$ cat src/rtl/reg_rename_file_if.sv
// rtl/reg_rename_file_if.sv - decoder/ROB-side bundle for the rename register file
// Purpose: groups the global ready, source lookup ports, rename, commit and
//          flush signals of reg_rename_file into one bundle.
// Ports (signals):
//   rdy                            global ready, low freezes all state
//   rd_idx / rd_busy / rd_value / rd_tag   READ_PORTS packed lookup ports
//   rename_en / rename_idx / rename_tag    destination rename at issue
//   commit_en / commit_idx / commit_tag / commit_value  in-order ROB commit
//   flush                          mispredict recovery
// Modports: master = decoder/ROB side, slave = register file.
interface reg_rename_file_if #(
  parameter int DATA_W     = 32,
  parameter int REG_IDX_W  = 5,
  parameter int ROB_IDX_W  = 4,
  parameter int READ_PORTS = 2
);
  logic                            rdy;
  logic [READ_PORTS*REG_IDX_W-1:0] rd_idx;
  logic [READ_PORTS-1:0]           rd_busy;
  logic [READ_PORTS*DATA_W-1:0]    rd_value;
  logic [READ_PORTS*ROB_IDX_W-1:0] rd_tag;
  logic                            rename_en;
  logic [REG_IDX_W-1:0]            rename_idx;
  logic [ROB_IDX_W-1:0]            rename_tag;
  logic                            commit_en;
  logic [REG_IDX_W-1:0]            commit_idx;
  logic [ROB_IDX_W-1:0]            commit_tag;
  logic [DATA_W-1:0]               commit_value;
  logic                            flush;

  modport master (
    output rdy, rd_idx, rename_en, rename_idx, rename_tag,
           commit_en, commit_idx, commit_tag, commit_value, flush,
    input  rd_busy, rd_value, rd_tag
  );

  modport slave (
    input  rdy, rd_idx, rename_en, rename_idx, rename_tag,
           commit_en, commit_idx, commit_tag, commit_value, flush,
    output rd_busy, rd_value, rd_tag
  );
endinterface

$ cat src/rtl/reg_rename_file.sv
// rtl/reg_rename_file.sv - architectural register file with rename-tag tracking
// Purpose: holds value/busy/tag per architectural register, serves
//          combinational source lookups with a same-cycle commit bypass,
//          renames destinations at issue, writes ROB commits in order and
//          clears all rename state on flush.
// Ports:
//   clk  rising-edge clock
//   rst  synchronous active-high reset
//   bus  reg_rename_file_if.slave (rdy, read ports, rename, commit, flush)
module reg_rename_file #(
  parameter int DATA_W     = 32,
  parameter int REG_NUM    = 32,
  parameter int REG_IDX_W  = 5,
  parameter int ROB_IDX_W  = 4,
  parameter int READ_PORTS = 2
) (
  input logic            clk,
  input logic            rst,
  reg_rename_file_if.slave bus
);

  logic [DATA_W-1:0]    value_q [REG_NUM];
  logic [REG_NUM-1:0]   busy_q;
  logic [ROB_IDX_W-1:0] tag_q   [REG_NUM];

  // Register 0 and indices past the end of the file read as zero and
  // swallow writes.
  function automatic logic idx_ok(input logic [REG_IDX_W-1:0] idx);
    return (idx != '0) && (int'(idx) < REG_NUM);
  endfunction

  // Source lookups. The bypass lets a commit arriving this cycle satisfy a
  // dependent source without waiting a cycle for the register write.
  always_comb begin
    logic [REG_IDX_W-1:0] idx;
    logic                 hit;
    bus.rd_busy  = '0;
    bus.rd_value = '0;
    bus.rd_tag   = '0;
    idx          = '0;
    hit          = 1'b0;
    for (int p = 0; p < READ_PORTS; p++) begin
      idx = bus.rd_idx[p*REG_IDX_W +: REG_IDX_W];
      hit = 1'b0;
      if (idx_ok(idx)) begin
        hit = bus.commit_en && (bus.commit_idx == idx) &&
              busy_q[idx] && (tag_q[idx] == bus.commit_tag);
        if (hit) begin
          bus.rd_value[p*DATA_W +: DATA_W] = bus.commit_value;
        end else begin
          bus.rd_value[p*DATA_W +: DATA_W] = value_q[idx];
          bus.rd_busy[p]                   = busy_q[idx];
          if (busy_q[idx]) begin
            bus.rd_tag[p*ROB_IDX_W +: ROB_IDX_W] = tag_q[idx];
          end
        end
      end
    end
  end

  // State update. Later assignments in each iteration take priority:
  // commit write/busy-clear, then flush, then rename.
  always_ff @(posedge clk) begin
    if (rst) begin
      for (int r = 0; r < REG_NUM; r++) begin
        value_q[r] <= '0;
        busy_q[r]  <= 1'b0;
        tag_q[r]   <= '0;
      end
    end else if (bus.rdy) begin
      for (int r = 1; r < REG_NUM; r++) begin
        if (bus.commit_en && (bus.commit_idx == REG_IDX_W'(r))) begin
          value_q[r] <= bus.commit_value;
          // A stale tag means a younger rename owns the register.
          if (busy_q[r] && (tag_q[r] == bus.commit_tag)) begin
            busy_q[r] <= 1'b0;
          end
        end
        if (bus.flush) begin
          busy_q[r] <= 1'b0;
        end else if (bus.rename_en && (bus.rename_idx == REG_IDX_W'(r))) begin
          busy_q[r] <= 1'b1;
          tag_q[r]  <= bus.rename_tag;
        end
      end
    end
  end

endmodule

$ cat src/flat_wrapper.sv
// flat-port wrapper written by rule: the top's interface ports become plain ports
module reg_rename_file_flat 
#(
  parameter int DATA_W     = 32,
  parameter int REG_NUM    = 32,
  parameter int REG_IDX_W  = 5,
  parameter int ROB_IDX_W  = 4,
  parameter int READ_PORTS = 2
)
  (clk, rst, bus_rdy, bus_rd_idx, bus_rename_en, bus_rename_idx, bus_rename_tag, bus_commit_en, bus_commit_idx, bus_commit_tag, bus_commit_value, bus_flush, bus_rd_busy, bus_rd_value, bus_rd_tag);
  reg_rename_file_if #(.DATA_W(DATA_W), .REG_IDX_W(REG_IDX_W), .ROB_IDX_W(ROB_IDX_W), .READ_PORTS(READ_PORTS)) bus_i ();
  input logic clk;
  input logic rst;
  input wire logic [$bits(bus_i.rdy)-1:0] bus_rdy;
  input wire logic [$bits(bus_i.rd_idx)-1:0] bus_rd_idx;
  input wire logic [$bits(bus_i.rename_en)-1:0] bus_rename_en;
  input wire logic [$bits(bus_i.rename_idx)-1:0] bus_rename_idx;
  input wire logic [$bits(bus_i.rename_tag)-1:0] bus_rename_tag;
  input wire logic [$bits(bus_i.commit_en)-1:0] bus_commit_en;
  input wire logic [$bits(bus_i.commit_idx)-1:0] bus_commit_idx;
  input wire logic [$bits(bus_i.commit_tag)-1:0] bus_commit_tag;
  input wire logic [$bits(bus_i.commit_value)-1:0] bus_commit_value;
  input wire logic [$bits(bus_i.flush)-1:0] bus_flush;
  output wire logic [$bits(bus_i.rd_busy)-1:0] bus_rd_busy;
  output wire logic [$bits(bus_i.rd_value)-1:0] bus_rd_value;
  output wire logic [$bits(bus_i.rd_tag)-1:0] bus_rd_tag;
  assign bus_i.rdy = bus_rdy;
  assign bus_i.rd_idx = bus_rd_idx;
  assign bus_i.rename_en = bus_rename_en;
  assign bus_i.rename_idx = bus_rename_idx;
  assign bus_i.rename_tag = bus_rename_tag;
  assign bus_i.commit_en = bus_commit_en;
  assign bus_i.commit_idx = bus_commit_idx;
  assign bus_i.commit_tag = bus_commit_tag;
  assign bus_i.commit_value = bus_commit_value;
  assign bus_i.flush = bus_flush;
  assign bus_rd_busy = bus_i.rd_busy;
  assign bus_rd_value = bus_i.rd_value;
  assign bus_rd_tag = bus_i.rd_tag;
  reg_rename_file #(.DATA_W(DATA_W), .REG_NUM(REG_NUM), .REG_IDX_W(REG_IDX_W), .ROB_IDX_W(ROB_IDX_W), .READ_PORTS(READ_PORTS)) u_core (.clk(clk), .rst(rst), .bus(bus_i));
endmodule
$ cat config.mk
export PLATFORM = sky130hd
export DESIGN_NAME = reg_rename_file_flat
export DESIGN_NICKNAME = d
export VERILOG_FILES = /design/src/rtl/reg_rename_file_if.sv /design/src/rtl/reg_rename_file.sv /design/src/flat_wrapper.sv
export SDC_FILE = /design/constraint.sdc
export NUM_CORES = 2
export LEC_CHECK = 0
export CORE_ASPECT_RATIO = 0.5
export CORE_UTILIZATION = 55
export CTS_CLUSTER_SIZE = 24
export DETAILED_ROUTE_END_ITERATION = 7
export PLACE_DENSITY_LB_ADDON = 0.15
export SYNTH_ARGS = -nofsm -noshare
export SYNTH_HDL_FRONTEND = slang
export SYNTH_SLANG_ARGS = --single-unit
$ cat constraint.sdc
create_clock -name clk -period 6.1 [get_ports clk]
set_input_delay 1.525 -clock clk [delete_from_list [all_inputs] [get_ports clk]]
set_output_delay 1.525 -clock clk [all_outputs]
set_load 0.01 [all_outputs]
Yosys cells after proc, flatten, opt, wreduce, memory -nomap -nowiden
Memories as Yosys holds them, arrays and structs flattened.
Cells that the tools add are included.
- add/subtract/negate cells: 0
- multiply operators: 0
- div/mod/pow operators: 0
- magnitude comparators: 2
- equality and inequality tests: 97
- shift operators: 0
- muxes and demuxes: 485
- bitwise operators: 62
- reductions and logical operators: 194
- operators with widths (operator ; number):
    $mux 32 ; 35
    $mux 1 ; 411
    $reduce_bool 3->1 ; 62
    $eq 5x5->1 const B ; 32
    $mux 4 ; 37
    $eq 4x4->1 ; 33
    $logic_and 1x1->1 ; 99
    $reduce_and 3->1 ; 31
    $eq 5x4->1 const B ; 16
    $or 1x1->1 ; 62
    $eq 5x3->1 const B ; 8
    $eq 5x2->1 const B ; 4
    $lt 5x6->1 const B ; 2
    $bmux 1 s5 ; 2
    $eq 5x1->1 const B ; 2
    $eq 5x5->1 ; 2
    $reduce_bool 5->1 ; 2
- register bits after elaboration: 31
- bits in latches: 0
- memory bits (writable): 1152
- ROM bits: 0
- input port bits: 66
- output and inout port bits: 74
- word-level logic and storage cells: 873
- memories kept: 2
- memory list (memory ; words ; width ; read ports ; clocked after Yosys merged registers in ; write ports ; line ; source):
    u_core.value_q ; 32 ; 32 ; 2 ; 0 ; 32 ; reg_rename_file.sv:22 ; logic [DATA_W-1:0] value_q [REG_NUM];
    u_core.tag_q ; 32 ; 4 ; 33 ; 0 ; 32 ; reg_rename_file.sv:24 ; logic [ROB_IDX_W-1:0] tag_q [REG_NUM];

Longest topological paths before layout
- word-level depth: 8
- depth in mapped cells: 14
- depth with buffers taken out: 7

Worst setup path after synthesis
Ideal clock, no wire load.
- path kind: input-to-output
- start point: input port bus_rd_idx[0]
- end point: output port bus_rd_value[10]
- data arrival time: 4.168 ns
- setup slack: 0.407 ns
- stages on the path: 9
- cells stage by stage: buf_6 -> buf_6 -> buf_6 -> buf_6 -> clkbuf_1 -> mux4_2 -> mux4_2 -> mux2_2 -> mux2_4
- longest elaborated chain between the ends: 6
- elaborated cells between the ends (all ways): 12
- ends and longest elaborated chain (what ; line ; source):
    start: declaration ; flat_wrapper.sv:15 ; input wire logic [$bits(bus_i.rd_idx)-1:0] bus_rd_idx;
    parallel branches: the longest is 5 deep, another holds $mem_v2 32x4 ; n/a ;
    $mux 32 (*) ; reg_rename_file.sv:45 ; if (idx_ok(idx)) begin
    end: declaration ; flat_wrapper.sv:25 ; output wire logic [$bits(bus_i.rd_value)-1:0] bus_rd_value;
Every way passes the cells marked *. The select of a mux whose other input is x is not followed.

Worst setup path after layout
- start point: input port bus_rd_idx[5]
- end point: output port bus_rd_value[53]
The elaborated chain is that of the path after synthesis.

==> metrics.csv <==
stage,metric,value,unit
outcome,status,completed,
floorplan,Die ar.,0.1102,mm²
clock_network,H-tree depth reported by CTS,3,
clock_network,root buf cell,clkbuf_16,
logic_synthesis,post-synthesis cell type count,64,
global_routing,grt total ovfl,0,
detailed_routing,First DRT Iteration DRCs,6300,
placed_design,PortBufs,139,
logic_synthesis,YS warnings,0,
pwr,P_int,0.01433,W
detailed_routing,remaining antenna violation count,0,
detailed_routing,DRC Markers,0,
detailed_routing,Routed WL per cell,35.88,µm
timing,clock skew,0.01250,ns
pwr,sw frac,0.2505,
critical_path,Worst setup SP type,input pin,
logic_synthesis,ys flop type,edfxtp_1,
logic_synthesis,Netlist Area Pre-Place,0.05982,mm²
global_routing,GRT Total Usage,0.3563,
pwr,switching component of the power,0.004788,W
min_path,Hold Crit Class,flop to flop,
critical_path,crit-path cells,buf_16 > buf_12 > mux4_2 > mux2i_1 > buf_4 > nand3_1 > nand4_1 > xor2_1 > nand4_4 > buf_6 > buf_12 > buf_16 > mux2_1 > dlygate4sd2_1,
floorplan,starting density of the core,0.5553,
detailed_routing,final wirelength,194.6,mm
logic_synthesis,Synth async-reset ratio,0,
global_routing,antenna violations before repair,6,
clock_network,cts hold-fix bufs,0,
floorplan,core footprint,0.1077,mm²
pwr,maximum vdd drop,0.2199,mV
pwr,Comb power frac,0.152,
floorplan,Die X,468.4,µm
timing,Rel. slew slack,0.1600,
pwr,overall power,0.01911,W
clock_network,Worst-Skew Late Latency,0.72,ns
logic_synthesis,"EDFF count, synth",1116,
clock_network,clock tree buffer depth,3,
logic_synthesis,"Seq/Total Area, Yosys",0.5705,
pwr,leakage power total,22.83,nW
global_routing,vias in the first global route,38720,
clock_network,clock sink count,1147,
timing,final hold violations,0,
critical_path,"Req. time, crit path",4.58,ns
detailed_routing,DR vias,38720,
timing,worst hold slack,0.4822,ns
layout,layout cell share with drive strength beyond 1,0.3394,
logic_synthesis,post-synthesis average cell area,16.01,µm²
floorplan,# IOs,140,
timing,unrepaired setup endpoints after global routing,true,
layout,fin nets,3968,
placed_design,detailed placement HPWL,115.4,mm
critical_path,CP Capture Type,primary output,
timing,Least-Margin Pin Slew,1.260,ns
timing,clock period minus worst slack,6.081,ns
timing,setup TNS,0,ns
timing,fin crit share,0.9969,
floorplan,die span in y,235.2,µm
logic_synthesis,Syn Inst Count,3737,
global_routing,largest net degree at the start of global routing,83,
logic_synthesis,register bit total from synthesis,1147,
critical_path,WS Path Type,input pin to primary output,
clock_network,CTS buffer count,106,
pwr,Clk pwr share,0.353,
layout,Area Growth Syn to Fin,13.97,%
pwr,Cell Pwr Density,280.3,mW/mm²
pwr,Flop pwr share,0.496,
critical_path,"slowest stage delay, CP",0.49,ns
job,Max-cap violations,0,
floorplan,row cnt,85,
timing,FMAX,164.4,MHz
clock_network,clk slew on worst S/H paths,0.07,ns
global_routing,global-route wire length before repair,275.1,mm
critical_path,CP max FO,14,
timing,max-slew violation count,0,
clock_network,CTS tree,built,
placed_design,global placer's final weighted congestion,0.9817,
timing,Final Setup Violations,0,
critical_path,WP data arrival,4.56,ns
detailed_routing,vias per std cell,7.142,
detailed_routing,First-pass DRT Iterations,6,
critical_path,Crit-path slowest cell,mux4_2,
logic_synthesis,Synth Net Count,3803,
==> layout make-up <==
| type | instances | area, µm² |
|---|---|---|
| antenna | 1 | 2.502 |
| timing repair buffer | 426 | 4479 |
| multi-input combinational | 2180 | 24190 |
| inverter | 41 | 165.2 |
| fill | 7609 | 39550 |
| tap | 1435 | 1795 |
| sequential | 1147 | 34130 |
| clock inverter | 60 | 585.6 |
| clock buffer | 132 | 2834 |
==> synthesized netlist by cell type (all sizes together), types with 28 or more instances <==
cell,count,area (µm²)
dfxtp,31,620.6
xnor2,110,963.4
xor2,28,245.2
inv,40,150.1
nand2b,93,581.8
nor2,627,2354
clkbuf,191,716.9
nand4,33,212.7
mux4,630,14210
buf,176,1017
nand2,106,397.9
nand3,31,155.2
mux2i,37,370.4
edfxtp,1116,33510
a22o,34,297.8
mux2,191,2245
o21ai,45,225.2
==> cell usage in the layout (no fill, tap or decap), types with 8 or more instances in the layout <==
cell | synthesis | final
buf_16 | 0 | 9
dlygate4sd2_1 | 0 | 36
clkbuf_1 | 191 | 21
nor3_1 | 13 | 10
nor2_1 | 627 | 627
nor2b_1 | 15 | 11
buf_2 | 77 | 8
buf_12 | 4 | 64
xor2_1 | 28 | 28
o211ai_1 | 18 | 18
nand3_1 | 31 | 30
clkinv_2 | 0 | 20
a22o_1 | 34 | 34
xnor2_1 | 110 | 109
mux2_2 | 147 | 143
buf_6 | 14 | 10
clkbuf_16 | 0 | 110
nand2b_2 | 0 | 13
nand2b_1 | 93 | 76
mux2i_1 | 37 | 36
dfxtp_1 | 31 | 31
nand4_1 | 32 | 32
nand2_2 | 0 | 15
mux2_1 | 19 | 19
o31ai_1 | 15 | 14
buf_4 | 24 | 207
mux4_2 | 625 | 627
a21oi_1 | 26 | 25
mux2_4 | 25 | 29
inv_1 | 39 | 38
nand2_1 | 106 | 91
clkinv_1 | 1 | 23
clkdlybuf4s50_1 | 0 | 68
o21ai_0 | 45 | 43
clkbuf_2 | 0 | 12
a221oi_1 | 16 | 12
edfxtp_1 | 1116 | 1116
and2_1 | 18 | 18
bufinv_16 | 0 | 10
==> through the flow <==
| stage | area (µm²) | util | setup slack (ns) | std cells |
|---|---|---|---|---|
| detailed placement | 64080 | 0.5948 | -0.2983 | 5192 |
| CTS | 68030 | 0.6315 | 0.002530 | 5409 |
| global route | 68180 | 0.6329 | -0.03147 | 5421 |
| finish | 68180 | 0.6329 | 0.01875 | 5422 |
| floorplan | 59820 | - | 0.4065 | 3737 |
| global placement | 64080 | 0.5948 | -0.3093 | 5192 |
==> power by group through the flow <==
stage | sequential (W) | clock (W) | combinational (W)
floorplan | 0.00951 | 0 | 0.00180
global placement | 0.00957 | 0 | 0.00284
detailed placement | 0.00963 | 0 | 0.00286
CTS | 0.00946 | 0.00676 | 0.00286
global route | 0.00952 | 0.00705 | 0.00301
finish | 0.00947 | 0.00674 | 0.00290
==> path summary, 6_finish.rpt <==
| kind | from | endpoint | slack (ns) | cells past startpoint |
|---|---|---|---|---|
| worst max-delay path | bus_rd_idx[5] | bus_rd_value[53] | 0.02 | 14 |
| worst min-delay path | u_core.busy_q[19]$_SDFFE_PP0P_ | u_core.busy_q[19]$_SDFFE_PP0P_ | 0.48 | 2 |
| worst max register to register | u_core.tag_q[20][2]$_DFFE_PP_ | u_core.busy_q[20]$_SDFFE_PP0P_ | 4.36 | 5 |
| worst min register to register | u_core.busy_q[19]$_SDFFE_PP0P_ | u_core.busy_q[19]$_SDFFE_PP0P_ | 0.48 | 2 |
==> critical path: cells and delay by family <==
| family | cells | cell delay (ns) |
|---|---|---|
| XOR/XNOR | 1 | 0.25 |
| AND/OR/NAND/NOR | 3 | 0.53 |
| buffers and inverters | 7 | 1.21 |
| multiplexers | 3 | 1.01 |
==> registers in the layout (all words and copies together), names as in the netlist <==
| name | flops |
|---|---|
| u_core.value_q | 992 |
| u_core.busy_q | 31 |
| u_core.tag_q | 124 |
==> layer usage <==
metal	wire length (µm)	track usage	part of all wire	up-vias
li1	-	-	-	15100
met1	73680	0.5228	0.38	20130
met2	85400	0.5123	0.44	3001
met3	27790	0.1012	0.14	480
met4	7646	0.1287	0.039	6
met5	39	0	0.00020	-
==> kinds of logic (layout without fill, tap and decap cells) <==
group | count (synthesis) | after routing | share of synthesized area
flip-flops | 1147 | 1147 | 0.5705
multiplexers | 858 | 858 | 0.2812
AND/OR/NAND/NOR | 973 | 973 | 0.07096
XOR/XNOR | 138 | 138 | 0.02020
buffers and inverters | 410 | 659 | 0.03185
AO/OA/AOI/OAI | 211 | 211 | 0.02524
other | 0 | 1 | 0
==> what timing repair did <==
action / 4_1_cts / 5_1_grt
gates resized for setup: 147 / 41
pin swaps: 13 / 13
setup endpoints to repair: 70 / 60
cloned: 7 / 1
setup buffers: 18 / 12
No activity file was read; power rests on OpenSTA's default activity.
